[src/rtl/if_prefetch_queue_pkg.sv]
// Shared fetch-path definitions: default geometry, fetch FSM states and the
// {pc, instr} entry carried from the prefetch queue toward DOF.
package if_prefetch_queue_pkg;

  localparam int unsigned IFQ_DEPTH = 4;
  localparam int unsigned IFQ_AW    = 32;
  localparam int unsigned IFQ_DW    = 32;
  localparam logic [IFQ_AW-1:0] IFQ_RESET_PC = '0;

  typedef enum logic {
    ST_IDLE = 1'b0,
    ST_REQ  = 1'b1
  } fetch_state_e;

  typedef struct packed {
    logic [IFQ_AW-1:0] pc;
    logic [IFQ_DW-1:0] instr;
  } fetch_entry_t;

  // Word-addressed sequential successor, wrapping modulo 2^AW.
  function automatic logic [IFQ_AW-1:0] pc_next(input logic [IFQ_AW-1:0] pc);
    return pc + IFQ_AW'(1);
  endfunction

endpackage

[src/rtl/if_prefetch_queue_fifo.sv]
// Synchronous DEPTH-entry FIFO with synchronous clear; head entry is read
// combinationally from storage.
module if_prefetch_queue_fifo #(
  parameter int unsigned DEPTH = 4,
  parameter int unsigned W     = 64
) (
  input  logic                   i_clk,
  input  logic                   i_rst_n,
  input  logic                   i_push,
  input  logic                   i_pop,
  input  logic                   i_clear,
  input  logic [W-1:0]           i_wdata,
  output logic [W-1:0]           o_head,
  output logic [$clog2(DEPTH):0] o_count
);

  localparam int unsigned PW = $clog2(DEPTH);
  localparam int unsigned CW = PW + 1;

  logic [W-1:0]  r_mem [DEPTH];
  logic [PW-1:0] r_wr_ptr;
  logic [PW-1:0] r_rd_ptr;
  logic [CW-1:0] r_count;

  // Pointers wrap naturally because DEPTH is a power of two.
  always_ff @(posedge i_clk or negedge i_rst_n) begin
    if (!i_rst_n) begin
      r_wr_ptr <= '0;
      r_rd_ptr <= '0;
      r_count  <= '0;
    end else if (i_clear) begin
      r_wr_ptr <= '0;
      r_rd_ptr <= '0;
      r_count  <= '0;
    end else begin
      if (i_push) r_wr_ptr <= r_wr_ptr + PW'(1);
      if (i_pop)  r_rd_ptr <= r_rd_ptr + PW'(1);
      case ({i_push, i_pop})
        2'b10:   r_count <= r_count + CW'(1);
        2'b01:   r_count <= r_count - CW'(1);
        default: r_count <= r_count;
      endcase
    end
  end

  always_ff @(posedge i_clk or negedge i_rst_n) begin
    if (!i_rst_n) begin
      for (int i = 0; i < int'(DEPTH); i++) r_mem[i] <= '0;
    end else if (i_push && !i_clear) begin
      r_mem[r_wr_ptr] <= i_wdata;
    end
  end

  assign o_head  = r_mem[r_rd_ptr];
  assign o_count = r_count;

endmodule

[src/rtl/if_prefetch_queue.sv]
// Decoupled instruction prefetch: sequential req/ack fetch engine feeding a
// small FIFO drained by DOF, with EX redirect flush and in-flight discard.
module if_prefetch_queue
  import if_prefetch_queue_pkg::*;
#(
  parameter int unsigned     DEPTH    = IFQ_DEPTH,
  parameter int unsigned     AW       = IFQ_AW,
  parameter int unsigned     DW       = IFQ_DW,
  parameter logic [AW-1:0]   RESET_PC = AW'(IFQ_RESET_PC)
) (
  input  logic          i_clk,
  input  logic          i_rst_n,
  output logic          o_imem_req,
  output logic [AW-1:0] o_imem_addr,
  input  logic          i_imem_ack,
  input  logic [DW-1:0] i_imem_rdata,
  input  logic          i_redirect,
  input  logic [AW-1:0] i_redirect_pc,
  output logic          o_ir_valid,
  input  logic          i_ir_ready,
  output logic [DW-1:0] o_ir,
  output logic [AW-1:0] o_pc_m1
);

  localparam int unsigned CW = $clog2(DEPTH) + 1;
  localparam int unsigned EW = AW + DW;

  fetch_state_e  r_state;
  fetch_state_e  w_state_n;
  logic [AW-1:0] r_fetch_pc;
  logic [AW-1:0] w_fetch_pc_n;
  logic [AW-1:0] r_addr;
  logic [AW-1:0] w_addr_n;
  logic          r_discard;
  logic          w_discard_n;

  logic          w_ack;
  logic          w_push;
  logic          w_pop;
  logic          w_space;
  logic [CW-1:0] w_count;
  logic [CW-1:0] w_count_after;
  logic [EW-1:0] w_head;

  if_prefetch_queue_fifo #(
    .DEPTH (DEPTH),
    .W     (EW)
  ) u_fifo (
    .i_clk   (i_clk),
    .i_rst_n (i_rst_n),
    .i_push  (w_push),
    .i_pop   (w_pop),
    .i_clear (i_redirect),
    .i_wdata ({r_addr, i_imem_rdata}),
    .o_head  (w_head),
    .o_count (w_count)
  );

  // A redirect kills both the returning word and any same-cycle pop.
  assign w_ack      = (r_state == ST_REQ) && i_imem_ack;
  assign w_push     = w_ack && !r_discard && !i_redirect;
  assign o_ir_valid = (w_count != '0);
  assign w_pop      = o_ir_valid && i_ir_ready && !i_redirect;

  // Occupancy after this edge; a new request is only issued if its word fits.
  always_comb begin
    w_count_after = w_count;
    if (i_redirect)
      w_count_after = '0;
    else if (w_push && !w_pop)
      w_count_after = w_count + CW'(1);
    else if (!w_push && w_pop)
      w_count_after = w_count - CW'(1);
  end

  assign w_space = (w_count_after < CW'(DEPTH));

  always_ff @(posedge i_clk or negedge i_rst_n) begin
    if (!i_rst_n) begin
      r_state    <= ST_IDLE;
      r_fetch_pc <= RESET_PC;
      r_addr     <= RESET_PC;
      r_discard  <= 1'b0;
    end else begin
      r_state    <= w_state_n;
      r_fetch_pc <= w_fetch_pc_n;
      r_addr     <= w_addr_n;
      r_discard  <= w_discard_n;
    end
  end

  // r_fetch_pc is the next address to issue; r_addr is the address on the bus,
  // held untouched while a request waits so a redirect cannot disturb it.
  always_comb begin
    w_state_n    = r_state;
    w_fetch_pc_n = r_fetch_pc;
    w_addr_n     = r_addr;
    w_discard_n  = r_discard;

    case (r_state)
      ST_IDLE: begin
        if (!i_redirect && w_space) begin
          w_state_n    = ST_REQ;
          w_addr_n     = r_fetch_pc;
          w_fetch_pc_n = r_fetch_pc + AW'(1);
        end
      end
      ST_REQ: begin
        if (i_imem_ack) begin
          w_discard_n = 1'b0;
          if (!i_redirect && w_space) begin
            w_addr_n     = r_fetch_pc;
            w_fetch_pc_n = r_fetch_pc + AW'(1);
          end else begin
            w_state_n = ST_IDLE;
          end
        end else if (i_redirect) begin
          w_discard_n = 1'b1;
        end
      end
      default: begin
        w_state_n = ST_IDLE;
      end
    endcase

    if (i_redirect) w_fetch_pc_n = i_redirect_pc;
  end

  assign o_imem_req  = (r_state == ST_REQ);
  assign o_imem_addr = r_addr;

  // Empty queue presents zeros, which stay stable until the next push.
  assign o_ir    = o_ir_valid ? w_head[DW-1:0] : '0;
  assign o_pc_m1 = o_ir_valid ? (w_head[EW-1:DW] + AW'(1)) : '0;

endmodule

[config.mk]
export PLATFORM = sky130hd
export DESIGN_NAME = if_prefetch_queue
export DESIGN_NICKNAME = d
export VERILOG_FILES = /design/src/rtl/if_prefetch_queue_pkg.sv /design/src/rtl/if_prefetch_queue_fifo.sv /design/src/rtl/if_prefetch_queue.sv
export SDC_FILE = /design/constraint.sdc
export NUM_CORES = 1
export LEC_CHECK = 0
export CAP_MARGIN = 5
export CORE_UTILIZATION = 30
export DETAILED_ROUTE_END_ITERATION = 7
export GPL_ROUTABILITY_DRIVEN = 0
export PLACE_DENSITY = 0.58
export SLEW_MARGIN = 20
export SYNTH_ARGS = -nofsm -noshare
export SYNTH_HDL_FRONTEND = slang
export SYNTH_SLANG_ARGS = --single-unit
[constraint.sdc]
create_clock -name i_clk -period 3.3 [get_ports i_clk]
set_input_delay 0.66 -clock i_clk [delete_from_list [all_inputs] [get_ports i_clk]]
set_output_delay 0.66 -clock i_clk [all_outputs]
set_load 0.05 [all_outputs]
# Word-level counts from Yosys, hierarchy flattened
# Index checks and enable logic that the tools add are counted.
[op_classes]
n_eq_ne = 4
n_lt_le_gt_ge = 4
muxes = 29
reduce_logical = 20
add_sub_neg = 6
bitwise = 3
[op_table]
columns = ["cell", "count"]
rows = [
  ["$bwmux 256", 1],
  ["$mux 32", 7],
  ["$mux 64", 3],
  ["$bmux 64 s2", 1],
  ["$demux 64 s2", 1],
  ["$pmux 32 s2", 2],
  ["$add 32x1->32 const B", 2],
  ["$mux 3", 4],
  ["$logic_and 1x1->1", 10],
  ["$mux 2", 4],
  ["$ge 3x3->1 const B", 2],
  ["$not 2->3", 2],
  ["$pmux 3 s2", 1],
  ["$reduce_bool 2->1", 3],
  ["$reduce_bool 3->1", 2],
  ["$add 2x1->2 const B", 2],
  ["$logic_not 1->1", 4],
  ["$mux 1", 4],
  ["$add 3x1->3 const B", 1],
  ["$lt 3x1->1 const B", 1],
  ["$lt 3x3->1 const B", 1],
  ["$ne 3x3->1 const B", 1],
  ["$sub 3x1->3 const B", 1],
  ["$eq 2x1->1 const B", 1],
  ["5 further kinds", 5],
]
[totals]
in_bits = 69
out_inout_bits = 98
ff_bits = 329

# Longest topological paths before layout
# Gate-level depths: netlist of the first run.
[depth]
word_depth = 14
mapped_depth = 11

# By module
# Synthesis of the first run repeated with hierarchy kept, for this count alone.
[hier_totals]
hier_cells = 1107
area_unflattened_um2 = 16598.4
[modules_own_cells]
columns = ["mod", "area_per_inst_um2", "seq_area_each_um2", "n_inst", "cells_per_inst"]
rows = [
  ["if_prefetch_queue_fifo", 12487.0, 6581.3, 1, 656],
  ["if_prefetch_queue", 4111.4, 1651.6, 1, 451],
]

# Least setup slack after synthesis of the first run
# OpenSTA, ideal clock, no wires.
[synth_timing]
kind = "register to output"
startpoint = "register u_fifo.r_rd_ptr[0]"
endpoint = "output o_pc_m1[18]"
setup_slack_ps = -283
required_ps = 2640
stages_incl_launch_ff = 10
n_path_buf = 3
t_arrival_ps = 2923
path_cell_list = "dfrtp_1 > buf_6 > buf_12 > mux4_2 > ha_1 > and4_1 > nand4_1 > buf_2 > or3_1 > a21oi_1"
[synth_between]
elab_chain_len = 6
[synth_rtl]
columns = ["item", "line_no", "text"]
rows = [
  ["start: declaration", "if_prefetch_queue_fifo.sv:22", "logic [PW-1:0] r_rd_ptr;"],
  ["start signal: assignment", "if_prefetch_queue_fifo.sv:37", "if (i_pop) r_rd_ptr <= r_rd_ptr + PW'(1);"],
  ["$not 2->3 (implied by the code)", "if_prefetch_queue_fifo.sv:54", "assign o_head = r_mem[r_rd_ptr];"],
  ["$bmux 64 s2", "if_prefetch_queue_fifo.sv:54", ""],
  ["$mux 64 (implied by the code) (2 in a row)", "if_prefetch_queue_fifo.sv:54", ""],
  ["$add 32x1->32", "if_prefetch_queue.sv:134", "assign o_pc_m1 = o_ir_valid ? (w_head[EW-1:DW] + AW'(1)) : '0;"],
  ["$mux 32", "if_prefetch_queue.sv:134", ""],
  ["end: declaration", "if_prefetch_queue.sv:22", "output logic [AW-1:0] o_pc_m1"],
]
# Every way passes these cells. The select of a mux whose other input is x is not followed.

# Final worst setup path of the first run
[layout_timing]
startpoint = "register u_fifo.r_rd_ptr[0]"
endpoint = "output o_pc_m1[23]"
# Same word-level chain as after synthesis.

==> impl_metrics.tcl, run 1 <==
set metrics [dict create \
    critPathCaptureType "output port" \
    final_common_cell "dfrtp_1" \
    antenna_left 0 \
    setup_viol 25 \
    p_int_uw 12300 \
    power_density_nw_per_um2 998 \
    htreeDepth 2 \
    ir_drop_uv 419 \
    synth_warnings 0 \
    reg2reg_from "u_fifo.o_count[0]" \
    clock_sinks 329 \
    worst_r2r_path_depth 10 \
    p_total_uw 20300 \
    swShare 0.393 \
    start_kind "flip-flop" \
    seq_area_frac_synth 0.524 \
    synth_area_um2 15700 \
    max_slew_margin 0.564 \
    die-width_um 231 \
    drc 0 \
    syn_inst 1149 \
    worstPathRequired_ps 2640 \
    grt_pass1_wl_mm 64.0 \
    dp_hpwl_mm 26.5 \
    crit_arrival_ps 3060 \
    first_global_vias 10900 \
    start_util 0.305 \
    via_per_inst 5.05 \
    die_area_um2 53300 \
    core-area_um2 51500 \
    final.setup.tns_ps -6900 \
    clock_power_share 0.221 \
    worst-setup-path-type "flip-flop to output port" \
    row_count 83 \
    antennaDiodeCount 0 \
    clock.fmax_ghz 0.269 \
    cts.clk_slew.worst_paths_ps 60 \
    firstDrtPassIters 5 \
    cap_violations 0 \
    io_buffers 166 \
    period_minus_slack_ps 3720 \
    synth-edff-count 0 \
    syn_to_final_growth_pct 29.6 \
    clkLatencyLatePin_ps 560 \
    syn_avg_cell_area_um2 13.7 \
    finalHoldViolCount 0 \
    synth_top_area_share 0.524 \
    violations "setup timing" \
    p_leak_uw 0.00878 \
    synth_top_cell_by_area "dfrtp_1" \
    comb_power_share 0.472 \
    critPathMaxFanout 5 \
    synth_seq_cells 329 \
    pin_count 167 \
    outcome "complete, but fails checks" \
    timing.final.ws_setup_ps -416 \
    fin_skew_ps 28.5 \
    die_h_um 231 \
    avgRoutedWirePerCell_um 19.6 \
    cts_tree "yes" \
    antenna_found_initial 0 \
    synth-main-ff-cell "dfrtp_1" \
    fin_area_um2 20400 \
    worst_pin_slew_ps 649 \
    ff2ff_setup_slack_ps 720 \
    ys_types 55 \
    dpl_cell_area_um2 18600 \
    overflow 0 \
    rsz0062_at_grt "true" \
    hold_ws_ps 69.3 \
    synth_nets 1227 \
    vias 10400 \
    async_flop_share 1.00 \
    final_cell_mix "dfrtp_1 (327), mux2_2 (282), clkdlybuf4s50_1 (100)" \
    synth.area.top_cells "dfrtp_1 (52%), mux2_2 (20%), mux4_2 (7.9%)" \
    cts_buffer_depth 3 \
    p_sw_uw 7980 \
    final_nets 1432 \
    layout-drive-gt1-share 0.428 \
    drv_slew 0 \
    cts_root_buf "clkbuf_16" \
    hp-class "primary input to asynchronous set/reset pin" \
    dr.first_iter.drc_count 513 \
    cts_buffers 39 \
    routed_wl_mm 40.3 \
    seq_power_share 0.307 \
    finalCritPeriodShare 1.13 \
    reg2reg_to "r_fetch_pc[22]" \
    grt_max_degree 78 \
    grt_util_all_layers 0.154 \
]
## how the worst max path moves through the flow
stage	from	to	slack, ps	cells after the start
final	u_fifo.r_rd_ptr[0]	o_pc_m1[23]	-420	9
after global routing	u_fifo.r_rd_ptr[0]	o_pc_m1[20]	-500	9
after CTS	u_fifo.r_rd_ptr[0]	o_pc_m1[23]	-450	8
after detailed placement	u_fifo.r_rd_ptr[0]	o_pc_m1[23]	-20	8
after global placement	u_fifo.r_rd_ptr[0]	o_pc_m1[23]	6	8
after floorplan	u_fifo.r_rd_ptr[0]	o_pc_m1[20]	3	9
## sequential cells by signal, summed over array words and instances (netlist names)
register         count
o_imem_addr         32
r_fetch_pc          32
u_fifo.r_wr_ptr      2
o_imem_req           1
u_fifo.r_mem       256
u_fifo.r_rd_ptr      2
u_fifo.o_count       3
r_discard            1
## critical path, stage by stage, from the launching register on
cell and delay [ps]:
dfrtp_4 510, buf_6 150, buf_8 130, mux4_2 370, nand2_2 80, nor3_4 320
nand2_2 90, or4_4 500, a21oi_4 180, buf_12 150
## power by group through the flow
stage               Clock (uW)  Combinational [uW]  Sequential (uW)
floorplan                    0                5380             6520
global placement             0                9090             6270
detailed placement           0                9190             6330
CTS                       4630                9430             6250
global route              4790               10100             6420
finish                    4490                9580             6240
## final cells by class
type,count,area (um^2)
fillers,4903,31200
flip-flops and latches,329,8240
clock inverters,17,267
clock buffers,52,1080
multi-input cells,738,7210
inverters,11,41.3
repair buffers,235,2660
well taps,680,851
## timing repair
item / in CTS / in global routing
pin swaps: 11 / 14
buffers inserted: 9 / 13
setup endpoints to repair: 47 / 49
cloned: 1 / 1
hold buffers: 0 / 0
hold endpoints to repair: 0 / 0
resized for setup: 18 / 39
## Yosys cell counts, types with 10 or more instances
cell type,number
mux2_2,282
inv_1,10
nor3_1,11
buf_2,13
clkbuf_1,46
a31oi_1,22
xnor2_1,15
o31ai_1,18
nand2_1,31
nor2_1,68
dfrtp_1,329
or4_1,19
a21oi_1,11
mux4_2,55
xor2_1,18
nand4_1,19
o21ai_0,14
nand3_1,33
and2_1,38
## kinds of logic after synthesis
family / synth area share
muxes: 0.300
DFF: 0.524
and+or+nand+nor: 0.0888
AOI/OAI and AO/OA: 0.0359
buffers and inverters: 0.0253
xor gates and xnor gates: 0.0184
adders and majority gates: 0.00717
## routing by layer
metal,up-vias,global-route usage,part of all wire,routed length (um)
li1,4700,-,-,-
met1,5442,0.212,0.46,18700
met4,0,0.0401,0.019,766
met5,-,0,0,0
met3,49,0.0271,0.041,1640
met2,229,0.248,0.48,19200
## per-stage QoR
| step | setup slack (ps) | std cells | util |
|---|---|---|---|
| final | -416 | 2062 | 0.395 |
| after global routing | -497 | 2062 | 0.395 |
| after CTS | -453 | 2049 | 0.391 |
| after detailed placement | -23.4 | 1970 | 0.362 |
| after global placement | 5.83 | 1970 | 0.362 |
| after floorplan | 2.50 | 1149 | - |
No activity file was read; power rests on OpenSTA's default activity.
==> inputs of run 2 (changes only) <==
SKIP_LAST_GASP = 1   (was not set)
==> impl_metrics.tcl, run 2 (synthesis gave the netlist of run 1 again) <==
set metrics [dict create \
    worst_r2r_path_depth 10 \
    cts_tree "yes" \
    max_slew_margin 0.564 \
    antenna_found_initial 0 \
    dp_hpwl_mm 26.5 \
    place_inst 1970 \
    layout.area.seq_um2 8240 \
    setup_viol 25 \
    p_leak_uw 0.00878 \
    final_common_cell "dfrtp_1" \
    row_count 83 \
    clock_power_share 0.221 \
    finalHoldViolCount 0 \
    ff2ff_setup_slack_ps 720 \
    critPathMaxFanout 5 \
    p_sw_uw 7970 \
    cap_violations 0 \
    cts_buffer_depth 3 \
    timing.final.ws_setup_ps -418 \
    die_h_um 231 \
    antennaDiodeCount 0 \
    crit_family "simple AND/OR/NAND/NOR gates" \
    fill_cells 4906 \
    first_global_vias 10900 \
    drv_slew 0 \
    outcome "complete, but fails checks" \
    die_area_um2 53300 \
    power_density_nw_per_um2 998 \
    violations "setup timing" \
    overflow 0 \
    largest_reg_flops 256 \
    antenna_left 0 \
    clock_sinks 329 \
    routed_wl_mm 40.3 \
    slowest_stage "dfrtp_4" \
    worstPathRequired_ps 2640 \
    die-width_um 231 \
    final_nets 1432 \
    cts_buffers 39 \
    clock.fmax_ghz 0.269 \
    p_int_uw 12300 \
    cp_slowest_stage_delay_ps 510 \
    fin_cells 2062 \
    path_cells "buf_6 -> buf_8 -> mux4_2 -> nand2_2 -> nor3_4 -> nand2_2 -> or4_4 -> a21oi_4 -> buf_12" \
    cts_root_buf "clkbuf_16" \
    start_kind "flip-flop" \
    hp-class "primary input to asynchronous set/reset pin" \
    top_register "u_fifo.r_mem" \
    worst_pin_slew_ps 649 \
    grt_util_all_layers 0.154 \
    clkLatencyLatePin_ps 560 \
    cts_hold_buf 0 \
    vias 10400 \
    timing.critical_path.buf_inv 3 \
    cts.clk_slew.worst_paths_ps 60 \
    rsz0062_at_grt "true" \
    reg2reg_to "r_fetch_pc[22]" \
    fin_skew_ps 28.7 \
    reg2reg_from "u_fifo.o_count[0]" \
    grt_max_degree 78 \
    finalCritPeriodShare 1.13 \
    worst-setup-path-type "flip-flop to output port" \
    ir_drop_uv 419 \
    avgRoutedWirePerCell_um 19.6 \
    htreeDepth 2 \
    dr.first_iter.drc_count 516 \
    io_buffers 166 \
    core-area_um2 51500 \
    grt_pass1_wl_mm 64.0 \
    multi_input_area_um2 7210 \
    seq_power_share 0.307 \
    period_minus_slack_ps 3720 \
    firstDrtPassIters 5 \
    via_per_inst 5.04 \
    critPathCaptureType "output port" \
    crit_arrival_ps 3060 \
    swShare 0.393 \
    drc 0 \
    layout-drive-gt1-share 0.427 \
    start_util 0.305 \
    path_common_cell "nand2_2" \
    final_cell_mix "dfrtp_1 (327), mux2_2 (282), clkdlybuf4s50_1 (100)" \
    hold_ws_ps 69.4 \
    syn_to_final_growth_pct 29.6 \
    comb_power_share 0.472 \
    pin_count 167 \
]
## run 2: cell count changes in the layout (fill, tap and decap cells not counted)
cell,before,now
xnor2_1,13,14
xnor2_2,2,1
## run 2: worst max path at each step
stage / startpoint / to / slack (ps) / depth (start not counted)
6_report: u_fifo.r_rd_ptr[0] / o_pc_m1[23] / -420 / 9
5_1_grt: u_fifo.r_rd_ptr[0] / o_pc_m1[20] / -500 / 9
4_1_cts: u_fifo.r_rd_ptr[0] / o_pc_m1[23] / -450 / 8
3_5_place_dp: u_fifo.r_rd_ptr[0] / o_pc_m1[23] / -20 / 8
3_3_place_gp: u_fifo.r_rd_ptr[0] / o_pc_m1[23] / 6 / 8
2_1_floorplan: u_fifo.r_rd_ptr[0] / o_pc_m1[20] / 3 / 9
## run 2: per-stage QoR
step | total power [uW] | setup TNS [ps] | util | cell area [um^2] | worst slack (ps)
3_3_place_gp | 15400 | 0 | 0.362 | 18600 | 5.83
4_1_cts | 20300 | -8550 | 0.391 | 20200 | -453
3_5_place_dp | 15500 | -28.7 | 0.362 | 18600 | -23.4
2_1_floorplan | 11900 | 0 | - | 15700 | 2.50
5_1_grt | 21300 | -9990 | 0.395 | 20300 | -497
6_report | 20300 | -6910 | 0.395 | 20300 | -418
## run 2: final cells by class
type                            count  area share
Clock buffer                       52      0.0533
Clock inverter                     17      0.0131
Inverter                           11     0.00203
Multi-Input combinational cell    738       0.354
Sequential cell                   329       0.405
Tap cell                          680      0.0418
Timing Repair Buffer              235       0.131
## run 2: routing by layer
layer | global-route usage | part of all wire | vias to the layer above
li1 | - | - | 4687
met5 | 0 | 0 | -
met1 | 0.212 | 0.46 | 5423
met3 | 0.0271 | 0.043 | 49
met2 | 0.248 | 0.48 | 230
met4 | 0.0401 | 0.019 | 0
## run 2: power by group through the flow
stage          Sequential (uW)  Combinational, uW  Clock [uW]
2_1_floorplan             6520               5380           0
3_3_place_gp              6270               9090           0
3_5_place_dp              6330               9190           0
4_1_cts                   6250               9430        4630
5_1_grt                   6420              10100        4790
6_report                  6240               9580        4490
## run 2: worst register-to-register path, stage by stage, from the launching register on
cell	delay [ps]
dfrtp_1	390
inv_1	80
ha_1	200
nor2b_4	140
inv_1	120
nand4_1	150
a21oi_1	370
xor2_2	140
buf_12	190
or4_1	550
a31oi_1	180
## run 2: timing repair
| item | in CTS | in global routing |
|---|---|---|
| endpoints found under the setup margin | 47 | 49 |
| pin swaps | 11 | 13 |
| cloned | 1 | 1 |
| setup buffers | 9 | 13 |
| resized for setup | 18 | 38 |
==> inputs of run 3 (changes only) <==
GPL_ROUTABILITY_DRIVEN = not set   (was 0)
==> results of run 3 <==
No change in the layout: final DEF, timing and power equal those of run 2.
